File: src/rtl/regfile_pkg.sv
// Shared definitions for the multi-port register file: defaults, FSM encoding
// and the write-port priority helper.
package regfile_pkg;

  localparam int DATA_W_DEF = 32;
  localparam int ADDR_W_DEF = 5;
  localparam int MAX_WR     = 8;

  localparam logic [DATA_W_DEF-1:0] ZERO_WORD = '0;

  typedef enum logic {
    ST_INIT = 1'b0,
    ST_RUN  = 1'b1
  } state_t;

  // Highest set index in a write-port hit vector (0 when empty).
  function automatic int unsigned top_hit(input logic [MAX_WR-1:0] hits);
    top_hit = 0;
    for (int unsigned j = 0; j < MAX_WR; j++)
      if (hits[j]) top_hit = j;
  endfunction

endpackage

File: src/rtl/regfile_busy_table.sv
// Pending-write scoreboard: one busy bit per register, set by issue and
// cleared by writeback, with per-read-port busy lookup.
module regfile_busy_table
  import regfile_pkg::*;
#(
  parameter int ADDR_W = ADDR_W_DEF,
  parameter int NUM_RD = 2,
  parameter int BYPASS = 1
) (
  input  logic                     clk,
  input  logic                     rst,
  input  logic                     run,
  input  logic                     bset,
  input  logic [ADDR_W-1:0]        bset_addr,
  input  logic [(2**ADDR_W)-1:0]   wclr,
  input  logic [NUM_RD-1:0]        re,
  input  logic [NUM_RD*ADDR_W-1:0] raddr,
  input  logic [NUM_RD-1:0]        rhit,
  output logic [NUM_RD-1:0]        rbusy
);

  localparam int DEPTH = 2**ADDR_W;

  logic [DEPTH-1:0] bits, bits_nx;

  // Set applied after clear so a newly issued producer survives its
  // predecessor's writeback in the same cycle.
  always_comb begin
    bits_nx = bits;
    if (run) begin
      bits_nx = bits & ~wclr;
      if (bset) bits_nx[bset_addr] = 1'b1;
    end
    bits_nx[0] = 1'b0;
  end

  always_ff @(posedge clk or negedge rst) begin
    if (!rst) bits <= '0;
    else      bits <= bits_nx;
  end

  always_comb begin
    rbusy = '0;
    for (int unsigned i = 0; i < NUM_RD; i++)
      rbusy[i] = run && re[i] && bits[raddr[i*ADDR_W +: ADDR_W]]
                 && !((BYPASS != 0) && rhit[i]);
  end

endmodule

File: src/rtl/regfile_mp.sv
// Parametrised multi-port register file with post-reset zeroing sweep,
// write-to-read bypass and a pending-write busy scoreboard.
module regfile_mp
  import regfile_pkg::*;
#(
  parameter int DATA_W = DATA_W_DEF,
  parameter int ADDR_W = ADDR_W_DEF,
  parameter int NUM_RD = 2,
  parameter int NUM_WR = 2,
  parameter int BYPASS = 1
) (
  input  logic                     clk,
  input  logic                     rst,
  output logic                     init_done,
  input  logic [NUM_RD-1:0]        re,
  input  logic [NUM_RD*ADDR_W-1:0] raddr,
  output logic [NUM_RD*DATA_W-1:0] rdata,
  output logic [NUM_RD-1:0]        rbusy,
  input  logic [NUM_WR-1:0]        we,
  input  logic [NUM_WR*ADDR_W-1:0] waddr,
  input  logic [NUM_WR*DATA_W-1:0] wdata,
  input  logic                     bset,
  input  logic [ADDR_W-1:0]        bset_addr
);

  localparam int DEPTH = 2**ADDR_W;

  state_t              state, state_nx;
  logic [ADDR_W-1:0]   cnt;
  logic [DATA_W-1:0]   regs [DEPTH];
  logic                run;
  logic [DEPTH-1:0]    wclr;
  logic [NUM_RD-1:0]   rhit;
  logic [MAX_WR-1:0]   hits;

  assign run       = (state == ST_RUN);
  assign init_done = run;

  always_comb begin
    state_nx = state;
    if (state == ST_INIT && cnt == ADDR_W'(DEPTH-1)) state_nx = ST_RUN;
  end

  always_ff @(posedge clk or negedge rst) begin
    if (!rst) begin
      state <= ST_INIT;
      cnt   <= '0;
    end else begin
      state <= state_nx;
      if (state == ST_INIT) cnt <= cnt + 1'b1;
    end
  end

  // Later ports overwrite earlier ones in loop order, giving highest-index priority.
  always_ff @(posedge clk) begin
    if (state == ST_INIT) begin
      regs[cnt] <= DATA_W'(ZERO_WORD);
    end else begin
      for (int unsigned j = 0; j < NUM_WR; j++)
        if (we[j] && waddr[j*ADDR_W +: ADDR_W] != '0)
          regs[waddr[j*ADDR_W +: ADDR_W]] <= wdata[j*DATA_W +: DATA_W];
    end
  end

  always_comb begin
    wclr = '0;
    if (run)
      for (int unsigned j = 0; j < NUM_WR; j++)
        if (we[j]) wclr[waddr[j*ADDR_W +: ADDR_W]] = 1'b1;
  end

  always_comb begin
    rdata = '0;
    rhit  = '0;
    hits  = '0;
    for (int unsigned i = 0; i < NUM_RD; i++) begin
      hits = '0;
      for (int unsigned j = 0; j < NUM_WR; j++)
        if (run && we[j] && waddr[j*ADDR_W +: ADDR_W] == raddr[i*ADDR_W +: ADDR_W])
          hits[j] = 1'b1;
      rhit[i] = |hits;
      if (run && re[i] && raddr[i*ADDR_W +: ADDR_W] != '0) begin
        if (BYPASS != 0 && rhit[i])
          rdata[i*DATA_W +: DATA_W] = wdata[top_hit(hits)*DATA_W +: DATA_W];
        else
          rdata[i*DATA_W +: DATA_W] = regs[raddr[i*ADDR_W +: ADDR_W]];
      end
    end
  end

  regfile_busy_table #(
    .ADDR_W (ADDR_W),
    .NUM_RD (NUM_RD),
    .BYPASS (BYPASS)
  ) u_busy (
    .clk       (clk),
    .rst       (rst),
    .run       (run),
    .bset      (bset),
    .bset_addr (bset_addr),
    .wclr      (wclr),
    .re        (re),
    .raddr     (raddr),
    .rhit      (rhit),
    .rbusy     (rbusy)
  );

endmodule
File: config.mk
export PLATFORM = sky130hd
export DESIGN_NAME = regfile_mp
export DESIGN_NICKNAME = d
export VERILOG_FILES = /design/src/rtl/regfile_pkg.sv /design/src/rtl/regfile_busy_table.sv /design/src/rtl/regfile_mp.sv
export SDC_FILE = /design/constraint.sdc
export NUM_CORES = 2
export LEC_CHECK = 0
export BUFFER_PORTS_ARGS = -buffer_cell sky130_fd_sc_hd__buf_4
export CAP_MARGIN = 20
export CORE_MARGIN = 2
export CORE_UTILIZATION = 58
export DETAILED_ROUTE_END_ITERATION = 6
export GPL_ROUTABILITY_DRIVEN = 1
export PLACE_DENSITY_LB_ADDON = 0.12
export SKIP_CTS_REPAIR_TIMING = 1
export SYNTH_ARGS = -nofsm -noshare
export SYNTH_HDL_FRONTEND = slang
export SYNTH_HIERARCHICAL = 1
export SYNTH_SLANG_ARGS = --single-unit
File: constraint.sdc
create_clock -name clk -period 4.3 [get_ports clk]
set_input_delay 0.645 -clock clk [delete_from_list [all_inputs] [get_ports clk]]
set_output_delay 0.645 -clock clk [all_outputs]
set_load 0.05 [all_outputs]
==> impl_results.md <==
* Total CTS buffers at 115
* R2R depth at 6
* CTS tree: built
* # clock sinks at 1061
* Root Driver: clkbuf_16
* Peak Freq at 0.230 GHz
* Routability cong. at 0.993
* Hold Startpoint: bset_addr[0]
* CP Launch Type: primary input
* Setup TNS Final at -0.0512 ns
* CTS max path bufs at 3
* Critical Path AT at 3.71 ns
* Post-Syn Area per Cell at 11.4 um2
* Failing checks: DRC, setup timing
* DP HPWL at 141000 um
* Final setup violation count at 1
* Die Width at 331 um
* Max stage delay on crit path at 0.64 ns
* FF-to-FF Start: init_done$_DFFE_PN0P_
* Worst-path fanout max at 23
* Fill cells at 8018
* Clock Skew at 0.0503 ns
* Die H at 331 um
* Cell area after synthesis at 62200 um2
* Core Area at 107000 um2
* Global Route Usage Sum at 0.420
* Worst hold stages at 2
* Crit Path Class: primary input to primary output
* Most used cell, CP: buf_4
* DR vias at 49.8k
* Starting DRC count in detailed routing at 8104
* Final hold vios at 0
* Clock transition at path regs at 0.06 ns
* Design Power at 24.5 mW
* Input/output buffers at 162
* Max-slew violation count at 0
* Antenna Violating Nets Remaining at 0
* YS warnings at 6
* Final worst path period need at 4.35 ns
* Area Overhead vs Synth at 11.7%
* RSZ-0062 raised after global routing: no
* Layout Nets at 5377
* Critical Path End Type: primary output
* Number of global-route vias before repair at 48.1k
* Pwr per Cell Area at 353 nW/um2
* Worst Path Buf+Inv at 3
* Remaining global-route overflow at 0
* Largest net degree at the start of global routing at 85
* Worst reg2reg setup slack at 0.96 ns
* Via-per-instance ratio at 7.35
* Layout cells sized above 1 at 0.210
* Slowest stage cell, crit path: a211oi_1
* Worst vdd ir at 0.454 mV
* Outcome: finished, violations left
* Max-slew headroom at 0.255
* Reg2reg end: regs[27][11]$_DFFE_PP_
* Leakage at 23.9 nW
* First-pass GRT wire length at 331000 um
* CTS H-tree lvls at 3
* Critical Path RT at 3.65 ns
* Detailed Route WL at 233000 um
* Cells along the critical path: buf_4 -> xor2_1 -> nor4_1 -> and2_2 -> buf_4 -> nor4_1 -> a211oi_1 -> buf_4
* Syn nets at 5552
* Max-cap violations at 0
* Syn Inst Count at 5454
* CP delay by family, top: buffers and inverters
* Hold Path Class: primary input to register
* Tcrit/Tclk final at 1.01
* Final worst-path setup slack at -0.0512 ns
* Clk Latency, worst-skew pair at 0.74 ns
* IO Count at 163
* Initial DRT Pass Iterations at 7
* Initial antenna violation count at 2
* DR WL/cell at 34.4 um
* # rows at 120
* Worst-margin pin slew at 1.11 ns
* DRC errors left at 11
* Min-Delay Endpoint: u_busy/bits[6]$_DFFE_PN0P_
* Die ar. at 110000 um2
* Effective utilization at floorplan at 0.582
[metal layers]
| metal | wire length (um) | GRT usage |
|---|---|---|
| met1 | 78900 | 0.541 |
| met2 | 105000 | 0.640 |
| met3 | 32900 | 0.112 |
| met5 | 0 | 0 |
| met4 | 16000 | 0.256 |
[power by group]
| part | switching (mW) | total, mW | internal, mW |
|---|---|---|---|
| sequential | 0.0376 | 11.5 | 11.5 |
| clock | 4.27 | 9.88 | 5.61 |
| combinational | 2.08 | 3.16 | 1.08 |
| total | 6.39 | 24.5 | 18.1 |
[worst max-delay path by stage]
stage / start / end / slack, ns / depth (start not counted)
final: raddr[2] / rdata[24] / -0.05 / 8
after global routing: raddr[2] / rdata[24] / 0.008 / 8
after CTS: raddr[2] / rdata[24] / 0.26 / 8
after detailed placement: raddr[2] / rdata[24] / 0.27 / 8
after global placement: raddr[2] / rdata[24] / 0.26 / 8
after floorplan: waddr[2] / regs[20][0]$_DFFE_PP_ / -0.54 / 8
[area by class of cell]
type / count / area [um2] / area share
diodes: 1 / 2.50 / 0.0000360
clock buffers: 136 / 2960 / 0.0426
clock inverters: 80 / 732 / 0.0105
inverters: 38 / 143 / 0.00205
multi-input cells: 3651 / 28100 / 0.404
flip-flops and latches: 1061 / 31700 / 0.456
well taps: 1403 / 1760 / 0.0253
repair buffers: 412 / 4110 / 0.0592
[per-stage QoR]
step	cell area, um2	setup WS (ns)	instances	hold slack [ns]	util
finish	69400	-0.0512	6782	0.197	0.651
global route	69400	0.00821	6781	0.204	0.650
CTS	69400	0.261	6780	-0.0960	0.650
detailed placement	65700	0.269	6564	0.485	0.616
global placement	65700	0.261	6564	0.471	0.616
floorplan	62200	-0.540	5454	0.349	-
[flip-flops by register name, summed over array words and instances (netlist names)]
name / cells
u_busy/bits: 31
regs: 1024
cnt: 5
init_done: 1
[cells in the final DEF, fill, tap and decap left out, types with 38 or more instances in the layout]
master     instances
o21a_1            62
inv_1             38
a211oi_1          66
clkbuf_16        115
a22oi_1          190
buf_4            328
mux2i_1          148
buf_12            79
o221ai_1          66
a21oi_1           42
o21ai_0         1046
a221oi_1          42
mux4_2           451
nor4_1            68
nand2_1         1196
edfxtp_1        1024
(Power assumes the default switching activity.)
